$ cat src/rtl/barrel_shifter_pipe.sv
// Pipelined barrel shifter: one register stage per shift-amount bit, SLL/SRL/SRA/ROR.
// Rotate support is built only when SHIFT_ROTATE_EN is defined; otherwise op 11 acts as SRL.
module barrel_shifter_pipe #(
  parameter  int WIDTH = 32,
  localparam int SHW   = $clog2(WIDTH)
) (
  input  logic             clock,
  input  logic             reset_n,
  input  logic             in_valid,
  output logic             in_ready,
  input  logic [WIDTH-1:0] in_data,
  input  logic [SHW-1:0]   in_amt,
  input  logic [1:0]       in_op,
  output logic             out_valid,
  input  logic             out_ready,
  output logic [WIDTH-1:0] out_data,
  output logic             out_zero
);

  logic [WIDTH-1:0] data_q [SHW];
  logic [SHW-1:0]   amt_q  [SHW];
  logic [1:0]       op_q   [SHW];
  logic             sign_q [SHW];
  logic             vld_q  [SHW];
  logic             en;

  // Shift by a fixed power-of-two distance s; sign is the operand's original MSB.
  function automatic logic [WIDTH-1:0] stage_shift(input logic [WIDTH-1:0] d,
                                                   input logic [1:0]       op,
                                                   input logic             sign,
                                                   input int unsigned      s);
    logic [WIDTH-1:0] fill;
    logic [WIDTH-1:0] res;
    fill = ~({WIDTH{1'b1}} >> s);
    res  = d >> s;
    case (op)
      2'b00:   res = d << s;
      2'b01:   res = d >> s;
      2'b10:   res = (d >> s) | (sign ? fill : '0);
      default: begin
`ifdef SHIFT_ROTATE_EN
        res = (d >> s) | (d << (WIDTH - s));
`else
        res = d >> s;
`endif
      end
    endcase
    return res;
  endfunction

  // A single global enable: the whole pipe advances or holds together.
  assign en       = out_ready | ~out_valid;
  assign in_ready = en;

  always_ff @(posedge clock) begin
    if (!reset_n) begin
      for (int k = 0; k < SHW; k++) begin
        vld_q[k]  <= 1'b0;
        data_q[k] <= '0;
        amt_q[k]  <= '0;
        op_q[k]   <= '0;
        sign_q[k] <= 1'b0;
      end
    end else if (en) begin
      // stage 0: take the operand straight from the input port
      vld_q[0]  <= in_valid;
      data_q[0] <= in_amt[0] ? stage_shift(in_data, in_op, in_data[WIDTH-1], 1) : in_data;
      amt_q[0]  <= in_amt;
      op_q[0]   <= in_op;
      sign_q[0] <= in_data[WIDTH-1];
      // stages 1..SHW-1: each consumes one more amount bit
      for (int k = 1; k < SHW; k++) begin
        vld_q[k]  <= vld_q[k-1];
        data_q[k] <= amt_q[k-1][k] ? stage_shift(data_q[k-1], op_q[k-1], sign_q[k-1], 1 << k)
                                   : data_q[k-1];
        amt_q[k]  <= amt_q[k-1];
        op_q[k]   <= op_q[k-1];
        sign_q[k] <= sign_q[k-1];
      end
    end
  end

  assign out_valid = vld_q[SHW-1];
  assign out_data  = data_q[SHW-1];
  assign out_zero  = out_valid & ~|data_q[SHW-1];

endmodule

$ cat config.mk
export PLATFORM = sky130hd
export DESIGN_NAME = barrel_shifter_pipe
export DESIGN_NICKNAME = d
export VERILOG_FILES = /design/src/rtl/barrel_shifter_pipe.sv
export SDC_FILE = /design/constraint.sdc
export NUM_CORES = 1
export LEC_CHECK = 0
export CORE_MARGIN = 2
export CORE_UTILIZATION = 50
export DETAILED_ROUTE_END_ITERATION = 12
export PLACE_DENSITY_LB_ADDON = 0.3
export SKIP_LAST_GASP = 1
export SLEW_MARGIN = 20
export SYNTH_ARGS = -nofsm -noshare
export SYNTH_HDL_FRONTEND = slang
export SYNTH_SLANG_ARGS = --single-unit
$ cat constraint.sdc
create_clock -name clock -period 7.9 [get_ports clock]
set_input_delay 1.58 -clock clock [delete_from_list [all_inputs] [get_ports clock]]
set_output_delay 1.58 -clock clock [all_outputs]
set_load 0.1 [all_outputs]
==> summary.md <==
| Metric | Value |
|---|---|
| Slew Limit Fails | `0` |
| Fin crit share | `0.705` |
| Setup Viol. Count Final | `0` |
| Met3 routed wirelength | `about 800 um` |
| Worst reg2reg endpoint | `data_q[4][27]$_SDFFCE_PN0P_` |
| Final wirelength | `18.1 mm` |
| M1 WL | `~8 mm` |
| Most frequent cells in the layout | `192 x nand2_1, 187 x edfxtp_1, 130 x nor2_1, 102 x a311oi_1, 76 x clkdlybuf4s50_1` |
| Worst path required time | `between 6 and 7 ns` |
| Post-DP HPWL | `about 12 mm` |
| IO Pins | `about 80` |
| Post-CTS setup buffer count | `0` |
| Aggregate global-route resource usage | `0.187` |
| Grt ovf | `0` |
| Power density cells | `between 200 and 250 nW/um2` |
| Area contributors post-synth | `edfxtp_1 60%, a311oi_1 9.6%, nand2_1 7.7%, nor2_1 5.2%, o21ai_0 3.2%` |
| Tightest Pin Transition | `around 1.0 ns` |
| Inserted Clock Buffers | `17` |
| Final setup TNS | `0 ns` |
| WHS Path Cells | `1` |
| CP arrival | `roughly 4 ns` |
| Max Fclk | `180 MHz` |
| CP endpoint kind | `primary output` |
| Maxcap violations | `0` |
| Vias per inst | `5.89` |
| RePlAce Congestion | `just over 0.8` |
| Initial Utilization | `0.505` |
| Post-synth top area cell | `edfxtp_1` |
| Post-CTS sizing | `0` |
| TritonCTS clock tree | `done` |
| Root Driver | `clkbuf_16` |
| CTS sink count | `between 150 and 200` |
| Syn Area/Cell | `10.3 um2` |
| Worst path cell trace | `clkdlybuf4s50_1 > nand2b_1 > clkdlybuf4s50_1` |
| Clock transition at path regs | `~0.06 ns` |
| DIE WIDTH | `around 140 um` |
| Setup WS pre-CTS | `~2.3 ns` |
| Yosys cell types | `34` |
| Multi-input logic area | `between 3000 and 4000 um2` |
| Clk_skew | `0.00921 ns` |
| Yosys top cell area share | `0.600` |
| Final worst-path setup slack | `between 2 and 2.5 ns` |
| Clock Tree Buf Depth | `2` |
| Post-route ant nets | `0` |
| Final Util | `0.574` |
| Most used DFF post-synth | `edfxtp_1` |
| Final net count | `973` |
| Global-route wire length before repair | `just under 30 mm` |
| Worst reg-to-reg path cell count | `4` |
| CP dominant cell by count | `clkdlybuf4s50_1` |
| R2r setup slk | `4.94 ns` |
| Die height | `141 um` |
| Leading cell type in the layout, fill and taps excluded | `nand2_1` |
| Worst setup path start | `out_ready` |
| RSZ-0062 raised after global routing | `no` |
| Register area | `approximately 5600 um2` |
| #FFs+latches synth | `roughly 190` |
| Core box area | `18500 um2` |
| Largest net degree at the start of global routing | `approximately 190` |
| Final hold viol count | `0` |
| Sequential fraction of the synthesis area | `0.600` |
| Port Buffers | `77` |
| Outcome | `finished, final reports clean` |
| CP Class | `input port to primary output` |
| Async S/R FF share, synth | `0` |
| # rows | `50` |
| Die area | `a little under 20000 um2` |
| Hold buffer count at CTS | `0` |
| Tmin final | `between 5 and 6 ns` |
| Via count | `roughly 6900` |
| Drt pass-1 iters | `5` |
| Tot Pwr | `between 2 and 2.5 mW` |
| Fill count | `1567` |
| Max Fanout on Critical Path | `29` |
| H-tree depth | `4` |
| Highest Signal Layer | `met4` |
| ANT cells | `0` |
| DR WL/cell | `15.4 um` |
| Leakage | `roughly 3.6 nW` |
| Clk_lat worst skew | `0.43 ns` |
| CP Launch Type | `input port` |
| 1st-iter DRT viols | `510` |
| Initial antenna violation count | `0` |
| Post-route DRC | `0` |
| Vias in the first global route | `between 6000 and 7000` |
| Syn Inst Count | `911` |
| WL met2 | `8.99 mm` |
| Launch point of the worst reg-to-reg path | `vld_q[0][4]$_SDFFCE_PN0P_` |
| Peak supply drop | `0.146 mV` |
| Critical path's slowest cell | `clkdlybuf4s50_1` |
| Cell Area, Synth | `9350 um2` |
| Slew margin rel. | `0.322` |
| Crit-path max cell delay | `1.27 ns` |
| Share of cells above drive strength 1 | `0.0457` |
| Syn-to-layout area delta | `13.6%` |
| Min-Delay Path Class | `register to register` |
| CP endpoint | `in_ready` |
| Synth Warn # | `0` |
| Syn nets | `between 900 and 1000` |
| Number of synthesized flops with an enable pin | `between 150 and 200` |
==> final cells by class <==
| type | instances | area share |
|---|---|---|
| clock buffer | 19 | 0.0408 |
| tap | 234 | 0.0276 |
| inverter | 4 | 0.00141 |
| clock inverter | 11 | 0.00766 |
| multi-input combinational | 634 | 0.314 |
| timing repair buffer | 86 | 0.0796 |
| sequential | 187 | 0.529 |
==> synth_stat cells, drive strengths merged, types with 2 or more instances <==
| library cell | count |
|---|---|
| a211oi | 24 |
| a21oi | 32 |
| a311oi | 102 |
| a31oi | 2 |
| and2 | 3 |
| and3 | 26 |
| buf | 42 |
| clkbuf | 44 |
| edfxtp | 187 |
| inv | 3 |
| nand2 | 193 |
| nand2b | 9 |
| nand3 | 28 |
| nand3b | 3 |
| nand4 | 2 |
| nor2 | 133 |
| nor4 | 6 |
| o211ai | 3 |
| o21ai | 59 |
| o221a | 2 |
| or2 | 3 |
==> where the power goes <==
group	switching (mW)	internal (mW)
clock network	0.330	0.423
registers	0.0471	1.16
logic	0.178	0.0891
==> flip-flops by register name, indices dropped and copies added (netlist names) <==
name	flops
op_q	8
data_q	160
sign_q	4
vld_q	5
amt_q	10
==> worst min-delay path by stage <==
stage,startpoint,to
floorplan,amt_q[0][8]$_SDFFCE_PN0P_,amt_q[0][13]$_SDFFCE_PN0P_
global placement,vld_q[0][1]$_SDFFCE_PN0P_,vld_q[0][2]$_SDFFCE_PN0P_
detailed placement,amt_q[0][3]$_SDFFCE_PN0P_,amt_q[0][8]$_SDFFCE_PN0P_
CTS,amt_q[0][4]$_SDFFCE_PN0P_,amt_q[0][9]$_SDFFCE_PN0P_
global route,amt_q[0][14]$_SDFFCE_PN0P_,amt_q[0][19]$_SDFFCE_PN0P_
finish,amt_q[0][9]$_SDFFCE_PN0P_,amt_q[0][14]$_SDFFCE_PN0P_
==> cells by family after synthesis <==
group	Yosys count	share of synthesized area
and+or+nand+nor	409	0.184
DFF	187	0.600
buffers and inverters	90	0.0435
AOI/OAI and AO/OA	225	0.172
==> per-layer routing <==
layer	vias up	GRT usage
met5	-	0
met4	0	0.0800
met3	31	0.0346
met2	211	0.321
met1	3248	0.233
li1	3431	-
==> per-stage QoR <==
step,area [um2],hold WS (ns),std cells
detailed placement,10100,0.539,1145
finish,10600,0.555,1175
global route,10600,0.570,1175
global placement,10100,0.530,1145
CTS,10600,0.558,1175
floorplan,9370,0.528,911
==> worst max-delay path: cells and delay by family <==
family | cells | cell delay, ns
and+or+nand+nor | 1 | 0.66
buffers and inverters | 2 | 1.73
Note: power is estimated with default switching activity, not from simulation.
